--- src/rtl/control_pkg.sv ---
`default_nettype none
// ============================================================================
//  Module   : control_pkg
//  Brief    : Shared types and encodings for the registered RV32 control pipe
//  Revision : 1.0  initial release
// ============================================================================
package control_pkg;

    typedef enum logic [3:0] {
        ALU_AND   = 4'b0000,
        ALU_OR    = 4'b0001,
        ALU_XOR   = 4'b0010,
        ALU_ADD   = 4'b0011,
        ALU_SUB   = 4'b0100,
        ALU_MUL   = 4'b0101,
        ALU_MULH  = 4'b0110,
        ALU_MULHU = 4'b0111,
        ALU_SLL   = 4'b1000,
        ALU_SRL   = 4'b1001,
        ALU_SRA   = 4'b1010,
        ALU_SLT   = 4'b1100,
        ALU_SLTU  = 4'b1101
    } aluop_e;

    typedef enum logic [1:0] {
        REG_CSR = 2'b00,
        REG_LUI = 2'b01,
        REG_ALU = 2'b10,
        REG_PC4 = 2'b11
    } regsel_e;

    typedef enum logic [0:0] {
        RUN      = 1'b0,
        MUL_WAIT = 1'b1
    } state_e;

    localparam int         GPIO_MAX      = 8;

    localparam logic [6:0] OP_R          = 7'h33;
    localparam logic [6:0] OP_I          = 7'h13;
    localparam logic [6:0] OP_LUI        = 7'h37;
    localparam logic [6:0] OP_JAL        = 7'h6F;
    localparam logic [6:0] OP_JALR       = 7'h67;
    localparam logic [6:0] OP_BRANCH     = 7'h63;
    localparam logic [6:0] OP_SYSTEM     = 7'h73;

    localparam logic [6:0] F7_BASE       = 7'h00;
    localparam logic [6:0] F7_ALT        = 7'h20;
    localparam logic [6:0] F7_MULDIV     = 7'h01;
    localparam logic [2:0] F3_CSRRW      = 3'b001;

    localparam logic [11:0] CSR_SW        = 12'hF00;
    localparam logic [11:0] CSR_GPIO_BASE = 12'hF02;

    // EX-stage control bundle; gpio_we is sized for the largest channel count
    typedef struct packed {
        logic                valid;
        aluop_e              aluop;
        logic                alusrc;
        regsel_e             regsel;
        logic                regwrite;
        logic [GPIO_MAX-1:0] gpio_we;
        logic                illegal;
    } ctrl_t;

    localparam ctrl_t CTRL_BUBBLE = '{
        valid:    1'b0,
        aluop:    ALU_ADD,
        alusrc:   1'b1,
        regsel:   REG_ALU,
        regwrite: 1'b0,
        gpio_we:  '0,
        illegal:  1'b0
    };

endpackage
`default_nettype wire

--- src/rtl/control_pipe_if.sv ---
`default_nettype none
// ============================================================================
//  Module   : control_pipe_if
//  Brief    : Decode-side instruction feed and EX-stage control outputs
//  Revision : 1.0  initial release
// ============================================================================
interface control_pipe_if #(
    parameter int NUM_GPIO = 2
);
    logic                instr_valid;
    logic [31:0]         instr;
    logic                flush;
    logic                stall_F;
    logic                ex_valid;
    logic [3:0]          aluop;
    logic                alusrc;
    logic [1:0]          regsel;
    logic                regwrite;
    logic [NUM_GPIO-1:0] gpio_we;
    logic                illegal;

    modport master (
        output instr_valid, instr, flush,
        input  stall_F, ex_valid, aluop, alusrc, regsel, regwrite, gpio_we, illegal
    );

    modport slave (
        input  instr_valid, instr, flush,
        output stall_F, ex_valid, aluop, alusrc, regsel, regwrite, gpio_we, illegal
    );
endinterface
`default_nettype wire

--- src/rtl/control_pipe_decode.sv ---
`default_nettype none
// ============================================================================
//  Module   : control_decode
//  Brief    : Combinational RV32 instruction -> EX control bundle decoder
//  Revision : 1.0  initial release
// ============================================================================
module control_decode
    import control_pkg::*;
#(
    parameter int NUM_GPIO = 2
) (
    input  wire logic [31:0] instr,
    output ctrl_t            ctrl,
    output logic             is_mul,
    output logic             illegal
);

    logic [6:0]  w_opcode;
    logic [2:0]  w_funct3;
    logic [6:0]  w_funct7;
    logic [11:0] w_csr;
    logic        w_legal;
    logic        w_unused_fields;

    assign w_opcode        = instr[6:0];
    assign w_funct3        = instr[14:12];
    assign w_funct7        = instr[31:25];
    assign w_csr           = instr[31:20];
    assign w_unused_fields = ^{instr[19:15], instr[11:7]};
    assign illegal         = ctrl.illegal;

    // Decode opcode/funct fields; anything not recognised collapses to the illegal bundle
    always_comb begin
        ctrl       = CTRL_BUBBLE;
        ctrl.valid = 1'b1;
        is_mul     = 1'b0;
        w_legal    = 1'b0;
        case (w_opcode)
            OP_R: begin
                ctrl.alusrc   = 1'b0;
                ctrl.regwrite = 1'b1;
                w_legal       = 1'b1;
                case ({w_funct7, w_funct3})
                    {F7_BASE,   3'b000}: ctrl.aluop = ALU_ADD;
                    {F7_ALT,    3'b000}: ctrl.aluop = ALU_SUB;
                    {F7_BASE,   3'b001}: ctrl.aluop = ALU_SLL;
                    {F7_BASE,   3'b010}: ctrl.aluop = ALU_SLT;
                    {F7_BASE,   3'b011}: ctrl.aluop = ALU_SLTU;
                    {F7_BASE,   3'b100}: ctrl.aluop = ALU_XOR;
                    {F7_BASE,   3'b101}: ctrl.aluop = ALU_SRL;
                    {F7_ALT,    3'b101}: ctrl.aluop = ALU_SRA;
                    {F7_BASE,   3'b110}: ctrl.aluop = ALU_OR;
                    {F7_BASE,   3'b111}: ctrl.aluop = ALU_AND;
                    {F7_MULDIV, 3'b000}: begin ctrl.aluop = ALU_MUL;   is_mul = 1'b1; end
                    {F7_MULDIV, 3'b001}: begin ctrl.aluop = ALU_MULH;  is_mul = 1'b1; end
                    {F7_MULDIV, 3'b011}: begin ctrl.aluop = ALU_MULHU; is_mul = 1'b1; end
                    default:             w_legal = 1'b0;
                endcase
            end
            OP_I: begin
                ctrl.regwrite = 1'b1;
                w_legal       = 1'b1;
                case (w_funct3)
                    3'b000:  ctrl.aluop = ALU_ADD;
                    3'b111:  ctrl.aluop = ALU_AND;
                    3'b110:  ctrl.aluop = ALU_OR;
                    3'b100:  ctrl.aluop = ALU_XOR;
                    3'b001: begin
                        if (w_funct7 == F7_BASE) ctrl.aluop = ALU_SLL;
                        else                     w_legal    = 1'b0;
                    end
                    3'b101: begin
                        if (w_funct7 == F7_BASE)     ctrl.aluop = ALU_SRL;
                        else if (w_funct7 == F7_ALT) ctrl.aluop = ALU_SRA;
                        else                         w_legal    = 1'b0;
                    end
                    default: w_legal = 1'b0;
                endcase
            end
            OP_LUI: begin
                ctrl.regsel   = REG_LUI;
                ctrl.regwrite = 1'b1;
                w_legal       = 1'b1;
            end
            OP_JAL, OP_JALR: begin
                ctrl.regsel   = REG_PC4;
                ctrl.regwrite = 1'b1;
                ctrl.aluop    = ALU_SRA;
                w_legal       = 1'b1;
            end
            OP_BRANCH: begin
                ctrl.alusrc = 1'b0;
                w_legal     = 1'b1;
                case (w_funct3)
                    3'b000, 3'b001: ctrl.aluop = ALU_SUB;
                    3'b100, 3'b101: ctrl.aluop = ALU_SLT;
                    3'b110, 3'b111: ctrl.aluop = ALU_SLTU;
                    default:        w_legal    = 1'b0;
                endcase
            end
            OP_SYSTEM: begin
                if (w_funct3 == F3_CSRRW) begin
                    if (w_csr == CSR_SW) begin
                        ctrl.regsel   = REG_CSR;
                        ctrl.regwrite = 1'b1;
                        w_legal       = 1'b1;
                    end
                    for (int k = 0; k < NUM_GPIO; k++) begin
                        if (w_csr == CSR_GPIO_BASE + 12'(k)) begin
                            ctrl.gpio_we[k] = 1'b1;
                            w_legal         = 1'b1;
                        end
                    end
                end
            end
            default: w_legal = 1'b0;
        endcase
        if (!w_legal) begin
            ctrl         = CTRL_BUBBLE;
            ctrl.valid   = 1'b1;
            ctrl.illegal = 1'b1;
            is_mul       = 1'b0;
        end
    end

endmodule
`default_nettype wire

--- src/rtl/control_pipe.sv ---
`default_nettype none
// ============================================================================
//  Module   : control_pipe
//  Brief    : Registered EX-stage control with multiply wait FSM and flush
//  Revision : 1.0  initial release
// ============================================================================
module control_pipe
    import control_pkg::*;
#(
    parameter int MUL_LAT  = 3,
    parameter int NUM_GPIO = 2
) (
    input  wire logic   clk,
    input  wire logic   rst,
    control_pipe_if.slave bus
);

    localparam int              CNT_W    = $clog2(MUL_LAT + 1);
    localparam logic [CNT_W-1:0] CNT_LOAD = CNT_W'(MUL_LAT - 1);
    localparam logic [CNT_W-1:0] CNT_ONE  = CNT_W'(1);

    state_e           r_state, w_state_n;
    logic [CNT_W-1:0] r_cnt,   w_cnt_n;
    ctrl_t            r_ctrl,  w_ctrl_n;
    ctrl_t            w_dec;
    logic             w_is_mul;
    logic             w_dec_illegal;
    logic             w_unused_dec;

    assign w_unused_dec = w_dec_illegal;

    control_decode #(
        .NUM_GPIO (NUM_GPIO)
    ) u_decode (
        .instr   (bus.instr),
        .ctrl    (w_dec),
        .is_mul  (w_is_mul),
        .illegal (w_dec_illegal)
    );

    // State, countdown and EX control register
    always_ff @(posedge clk) begin
        if (rst) begin
            r_state <= RUN;
            r_cnt   <= '0;
            r_ctrl  <= CTRL_BUBBLE;
        end else begin
            r_state <= w_state_n;
            r_cnt   <= w_cnt_n;
            r_ctrl  <= w_ctrl_n;
        end
    end

    // Next state: accept/bubble in RUN, hold and count down while a multiply occupies EX
    always_comb begin
        w_state_n = r_state;
        w_cnt_n   = r_cnt;
        w_ctrl_n  = r_ctrl;
        case (r_state)
            RUN: begin
                if (bus.flush || !bus.instr_valid) begin
                    w_ctrl_n = CTRL_BUBBLE;
                end else begin
                    w_ctrl_n = w_dec;
                    if (w_is_mul && (MUL_LAT > 1)) begin
                        w_ctrl_n.regwrite = 1'b0;
                        w_cnt_n           = CNT_LOAD;
                        w_state_n         = MUL_WAIT;
                    end
                end
            end
            MUL_WAIT: begin
                if (bus.flush) begin
                    w_ctrl_n  = CTRL_BUBBLE;
                    w_cnt_n   = '0;
                    w_state_n = RUN;
                end else begin
                    if (r_cnt == CNT_ONE) begin
                        w_ctrl_n.regwrite = 1'b1;
                        w_state_n         = RUN;
                    end
                    if (r_cnt != '0) begin
                        w_cnt_n = r_cnt - CNT_ONE;
                    end
                end
            end
            default: begin
                w_ctrl_n  = CTRL_BUBBLE;
                w_cnt_n   = '0;
                w_state_n = RUN;
            end
        endcase
    end

    assign bus.stall_F  = (r_state == MUL_WAIT);
    assign bus.ex_valid = r_ctrl.valid;
    assign bus.aluop    = r_ctrl.aluop;
    assign bus.alusrc   = r_ctrl.alusrc;
    assign bus.regsel   = r_ctrl.regsel;
    assign bus.regwrite = r_ctrl.regwrite;
    assign bus.gpio_we  = r_ctrl.gpio_we[NUM_GPIO-1:0];
    assign bus.illegal  = r_ctrl.illegal;

    if (NUM_GPIO < GPIO_MAX) begin : g_unused_gpio
        logic w_unused_gpio;
        assign w_unused_gpio = ^r_ctrl.gpio_we[GPIO_MAX-1:NUM_GPIO];
    end

endmodule
`default_nettype wire
--- src/flat_wrapper.sv ---
// flat-port wrapper written by rule: the top's interface ports become plain ports
module control_pipe_flat import control_pkg::*;
#(
    parameter int MUL_LAT  = 3,
    parameter int NUM_GPIO = 2
)
  (clk, rst, bus_instr_valid, bus_instr, bus_flush, bus_stall_F, bus_ex_valid, bus_aluop, bus_alusrc, bus_regsel, bus_regwrite, bus_gpio_we, bus_illegal);
  control_pipe_if #(.NUM_GPIO(NUM_GPIO)) bus_i ();
  input  wire logic clk;
  input  wire logic rst;
  input wire logic [$bits(bus_i.instr_valid)-1:0] bus_instr_valid;
  input wire logic [$bits(bus_i.instr)-1:0] bus_instr;
  input wire logic [$bits(bus_i.flush)-1:0] bus_flush;
  output wire logic [$bits(bus_i.stall_F)-1:0] bus_stall_F;
  output wire logic [$bits(bus_i.ex_valid)-1:0] bus_ex_valid;
  output wire logic [$bits(bus_i.aluop)-1:0] bus_aluop;
  output wire logic [$bits(bus_i.alusrc)-1:0] bus_alusrc;
  output wire logic [$bits(bus_i.regsel)-1:0] bus_regsel;
  output wire logic [$bits(bus_i.regwrite)-1:0] bus_regwrite;
  output wire logic [$bits(bus_i.gpio_we)-1:0] bus_gpio_we;
  output wire logic [$bits(bus_i.illegal)-1:0] bus_illegal;
  assign bus_i.instr_valid = bus_instr_valid;
  assign bus_i.instr = bus_instr;
  assign bus_i.flush = bus_flush;
  assign bus_stall_F = bus_i.stall_F;
  assign bus_ex_valid = bus_i.ex_valid;
  assign bus_aluop = bus_i.aluop;
  assign bus_alusrc = bus_i.alusrc;
  assign bus_regsel = bus_i.regsel;
  assign bus_regwrite = bus_i.regwrite;
  assign bus_gpio_we = bus_i.gpio_we;
  assign bus_illegal = bus_i.illegal;
  control_pipe #(.MUL_LAT(MUL_LAT), .NUM_GPIO(NUM_GPIO)) u_core (.clk(clk), .rst(rst), .bus(bus_i));
endmodule
--- config.mk ---
export PLATFORM = sky130hd
export DESIGN_NAME = control_pipe_flat
export DESIGN_NICKNAME = d
export VERILOG_FILES = /design/src/rtl/control_pkg.sv /design/src/rtl/control_pipe_if.sv /design/src/rtl/control_pipe_decode.sv /design/src/rtl/control_pipe.sv /design/src/flat_wrapper.sv
export SDC_FILE = /design/constraint.sdc
export NUM_CORES = 1
export LEC_CHECK = 0
export ABC_CLOCK_PERIOD_IN_PS = 4800
export CORE_AREA = 2 2 56 58
export DETAILED_ROUTE_END_ITERATION = 12
export DIE_AREA = 0 0 58 60
export PLACE_DENSITY = 0.9
export SYNTH_ARGS = -nofsm -noshare
export SYNTH_HDL_FRONTEND = slang
export SYNTH_SLANG_ARGS = --single-unit
--- constraint.sdc ---
create_clock -name clk -period 4.8 [get_ports clk]
set_clock_uncertainty 0.15 [all_clocks]
set_input_delay 1.2 -clock clk [delete_from_list [all_inputs] [get_ports clk]]
set_output_delay 1.2 -clock clk [all_outputs]
set_load 0.01 [all_outputs]
After elaboration in Yosys (flattened, before gate mapping)
Cells that the tools add are included.

word-level totals
  word-level logic and storage cells = 111
  input port bits = 36
  register bits = 15
  output and inout port bits = 13

cells by class
  $add $sub $neg = 1
  bitwise logic cells = 1
  reductions and logical operators = 18
  equality and inequality tests = 34
  muxes and demuxes = 48

operators with widths
  operator                                                           count
  4-bit case mux with 12 select lines                                1
  10-bit by 3-bit == test with 1-bit output (second input constant)  4
  12-bit == test (second input constant)                             3
  18-bit case mux with 2 select lines                                1
  10-bit by 4-bit == test with 1-bit output (second input constant)  3
  7-bit == test (second input constant)                              4
  1-bit two-way mux                                                  22
  7-bit by 6-bit == test with 1-bit output (second input constant)   3
  10-bit by 2-bit == test with 1-bit output (second input constant)  2
  10-bit by 9-bit == test with 1-bit output (second input constant)  2
  4-bit case mux with 5 select lines                                 1
  18-bit two-way mux                                                 1
  17-bit two-way mux                                                 1
  4-bit case mux with 4 select lines                                 1
  13-bit OR reduction                                                1
  3-bit == test (second input constant)                              4
  2-bit two-way mux                                                  6
  4-bit two-way mux                                                  3
  4-bit case mux with 3 select lines                                 1
  10-bit by 1-bit == test with 1-bit output (second input constant)  1
  10-bit logical NOT                                                 1
  2-bit OR reduction                                                 5
  9-bit two-way mux                                                  1
  8-bit two-way mux                                                  1
  other kinds (23)                                                   29

Longest topological paths before layout
  depth in word-level cells = 10
  depth in mapped cells = 7
  gate-level depth less buffers = 7

Modules after synthesis
Synthesis repeated with hierarchy kept, for this count alone.

unflattened totals
  cell total of the unflattened synthesis = 172
  area, all modules = 1262.5 um^2

by module, submodules not included
  module          sequential area each (um^2)  area each (um^2)  instances  cells an instance
  control_decode  0.0                          668.1             1          109
  control_pipe    300.3                        594.3             1          63

Worst setup path before layout
OpenSTA, ideal clock, no wires.

  kind = in2reg
  start point = input bus_instr[25]
  end point = register u_core.r_ctrl (netlist bit u_core.bus.aluop[0])
  setup slack = 1.697 ns
  setup time = 0.114 ns
  stages on the path = 7
  data required time = 4.536 ns
  path buffers = 1
  arrival time = 2.839 ns
  cell sequence = buf_6 -> or4_4 -> or2_4 -> o211ai_2 -> a31oi_1 -> or4_1 -> a21o_1

on the way
  cells in the longest elaborated chain, start to end = 9
  elaborated cells between the ends (all ways) = 38
  classes of those cells = 16 x eq/ne; 19 x mux; 3 x reduce/logical

ends and longest elaborated chain
  element                                  line                        RTL
  from (decl)                              flat_wrapper.sv:12          input wire logic [$bits(bus_i.instr)-1:0] bus_instr;
  12-bit == test                           control_pipe_decode.sv:103  if (w_csr == CSR_SW) begin
  1-bit two-way mux                        control_pipe_decode.sv:103
  1-bit two-way mux (2 in series)          control_pipe_decode.sv:109  if (w_csr == CSR_GPIO_BASE + 12'(k)) begin
  1-bit two-way mux                        control_pipe_decode.sv:102  if (w_funct3 == F3_CSRRW) begin
  1-bit case mux with 5 select lines       control_pipe_decode.sv:38   case (w_opcode)
  17-bit two-way mux (*)                   control_pipe_decode.sv:118  if (!w_legal) begin
  18-bit two-way mux (*)                   control_pipe.sv:61          if (bus.flush || !bus.instr_valid) begin
  18-bit case mux with 2 select lines (*)  control_pipe.sv:59          case (r_state)
  to (signal assigned)                     control_pipe.sv:50          r_ctrl <= w_ctrl_n;
  to (decl)                                control_pipe.sv:24          ctrl_t r_ctrl, w_ctrl_n;

Mark *: on every way between the ends. The rest lies on a longest branch, timed or not.
A chain may end at the register's enable or synchronous reset.

Final worst setup path
Same ends and word-level chain as after synthesis.

==> flow_summary.toml <==
[drt]
first_pass_iters = 4
drc = 0
vias = 1368
drt_iter0_markers = 78
avgViaCountPerCell = 5.85
wl_um = 3160
final_antenna_net_count = 0
wl_per_cell_um = 13.5

[synth]
synth_area_leaders = "dfxtp_1 25%, nand2_1 4.9%, nor2_1 4.6%"
yosysTopAreaCell = "dfxtp_1"
yosys.area.top_type_share = 0.247
syn-cell-area_sq_um = 1220
synthCells = 167
syn_avg_cell_area_sq_um = 7.29
syn_nets = 205
ys.flop_type = "dfxtp_1"
yosysSeqAreaShare = 0.247
async_flop_share = 0
yosysMostFrequentCell = "nand2_1"
netlist-cell-type-count = 52
synthTopCellsByCount = "16 x nand2_1, 15 x dfxtp_1, 15 x nor2_1"
ys_warn_count = 0
synth_edf_count = 0
synth-seq-cells = 15

[floorplan]
die_y_um = 60
fp.dieW_um = 58
initial_core_util = 0.419
coreArea_sq_um = 2900
rows = 20
die_area_sq_um = 3480
ios = 49

[grt]
grt_pass1_vias = 1204
grt_antenna_before_repair = 0
grtUsageTotal = 0.187
grt_overflow = 0
grt_pass1_wl_um = 5200
grt_max_degree = 18

[job]
maxCapViolCount = 0

[sta]
drv_slew = 0
worst_pin_slew_ps = 828
fin_crit_sh = 0.717
rsz0062_at_grt = "no"
hold_viol_final = 0
finalSetupViolCount = 0
relSlewSlack = 0.443
clock.fmax_mhz = 291
timing.hold.ws_ps = 322
min_period_ps = 3440
fin_setup_tns_ps = 0

[placement]
place_hpwl_um = 2470
port-buffer-count = 38
gp_congestion = 0.916

[clock_tree]
cts_setup_buffers = 0
root_buffer = "clkbuf_4"
cts_resized = 0
cts_tree = "yes"
htree_levels = 1
numCtsBuffers = 3
clk_pin_slew_worst_paths_ps = 80
clock_latency_ps = 280
clkSinkCount = 15
cts_buffer_depth = 2
holdBufCountCts = 0

[cells_and_area]
final_layout_size_suffix_gt1_frac = 0.0299
area_delta_synth_final_pct = 33.6
nets = 240
num_antenna_cells = 0
fill_cells = 283

[critical_path]
arrival_ps = 3480
cp-start-kind = "primary input"
crit_fanout = 10
critPathRequiredTime_ps = 4840
crit_type = "in2reg"
cp-end-kind = "flip-flop"

[outcome]
status = "finished clean"

[power_and_ir_drop]
p_leak_uw = 0.000567
p_per_area_nw_per_um2 = 159
ir_drop_v = 0.000185

[worst_hold_path]
hold_class = "reg2reg"
-- where the power goes --
part	internal (uW)	total (uW)	switching, uW
clock network	32.4	72.1	39.8
logic	31.3	61.8	30.5
registers	125	125	0.385
-- stage by stage --
stage	setup WS, ps	power, uW	util	cell area [sq um]	cells
3_5_place_dp	1060	189	0.551	1600	230
6_report	1360	259	0.560	1630	234
3_3_place_gp	1090	188	0.551	1600	230
4_1_cts	1370	260	0.560	1630	234
2_1_floorplan	1700	159	-	1220	167
5_1_grt	1260	272	0.560	1630	234
-- area by class of cell --
class	count	area (sq um)	area share
repair buffers	38	380	0.234
well taps	33	41.3	0.0254
inverters	7	26.3	0.0162
flip-flops and latches	15	300	0.185
multi-input cells	137	852	0.524
clock buffers	4	26.3	0.0162
-- flip-flops by register name, indices dropped and copies added (netlist names) --
| signal | count |
|---|---|
| u_core.bus.stall_F | 1 |
| u_core.r_cnt | 2 |
| u_core.bus.alusrc | 1 |
| u_core.bus.ex_valid | 1 |
| u_core.bus.gpio_we | 2 |
| u_core.bus.regwrite | 1 |
| u_core.bus.aluop | 4 |
| u_core.bus.regsel | 2 |
| u_core.bus.illegal | 1 |
-- worst paths after layout --
path                                 startpoint                            endpoint  slack (ps)  cells past startpoint
min reg2reg  u_core.bus.gpio_we[1]$_SDFFE_PP0P_  u_core.bus.gpio_we[1]$_SDFFE_PP0P_         320                      2
min          u_core.bus.gpio_we[1]$_SDFFE_PP0P_  u_core.bus.gpio_we[1]$_SDFFE_PP0P_         320                      2
max reg2reg       u_core.bus.stall_F$_SDFF_PP0_    u_core.bus.aluop[0]$_SDFFE_PP1P_        2800                      4
max                               bus_instr[25]    u_core.bus.aluop[0]$_SDFFE_PP1P_        1360                      7
-- cell families (layout without fill, tap and decap cells) --
| kind of cell | count (synthesis) | count (layout) | synth area share |
|---|---|---|---|
| multiplexers | 2 | 2 | 0.0164 |
| AND/OR/NAND/NOR | 83 | 83 | 0.375 |
| buffers and inverters | 15 | 49 | 0.0534 |
| AO/OA/AOI/OAI | 48 | 48 | 0.273 |
| flip-flops | 15 | 15 | 0.247 |
| adder cells (fa/ha/maj) | 2 | 2 | 0.0206 |
| XOR/XNOR | 2 | 2 | 0.0144 |
-- cells in the final DEF (no fill, tap or decap), types with 3 or more instances in the layout --
cell             instances
nor2b_1                  7
clkdlybuf4s50_1         38
clkbuf_4                 3
nor4_1                   5
inv_1                    7
nor3_1                   8
or2_1                    4
o21ai_0                 10
nand2b_1                 6
nand3_1                  8
nand2_1                 16
dfxtp_1                 15
nor2_1                  15
a21oi_1                  7
-- layer usage --
layer  share of wire  vias to the layer above  global-route usage  routed length (um)
met1            0.46                      619               0.257                1460
met4          0.0079                        0              0.0332                  25
met2            0.46                       53               0.300                1440
li1                -                      691                   -                   -
met3           0.073                        5              0.0476                 231
met5               0                        -                   0                   0
-- worst max-delay path, cell delays in order --
cell,delay (ps)
clkdlybuf4s50_1,570
or4_4,480
or2_4,270
o21ai_1,130
a31oi_1,110
or4_1,530
a21o_1,190
(Power assumes the default switching activity.)
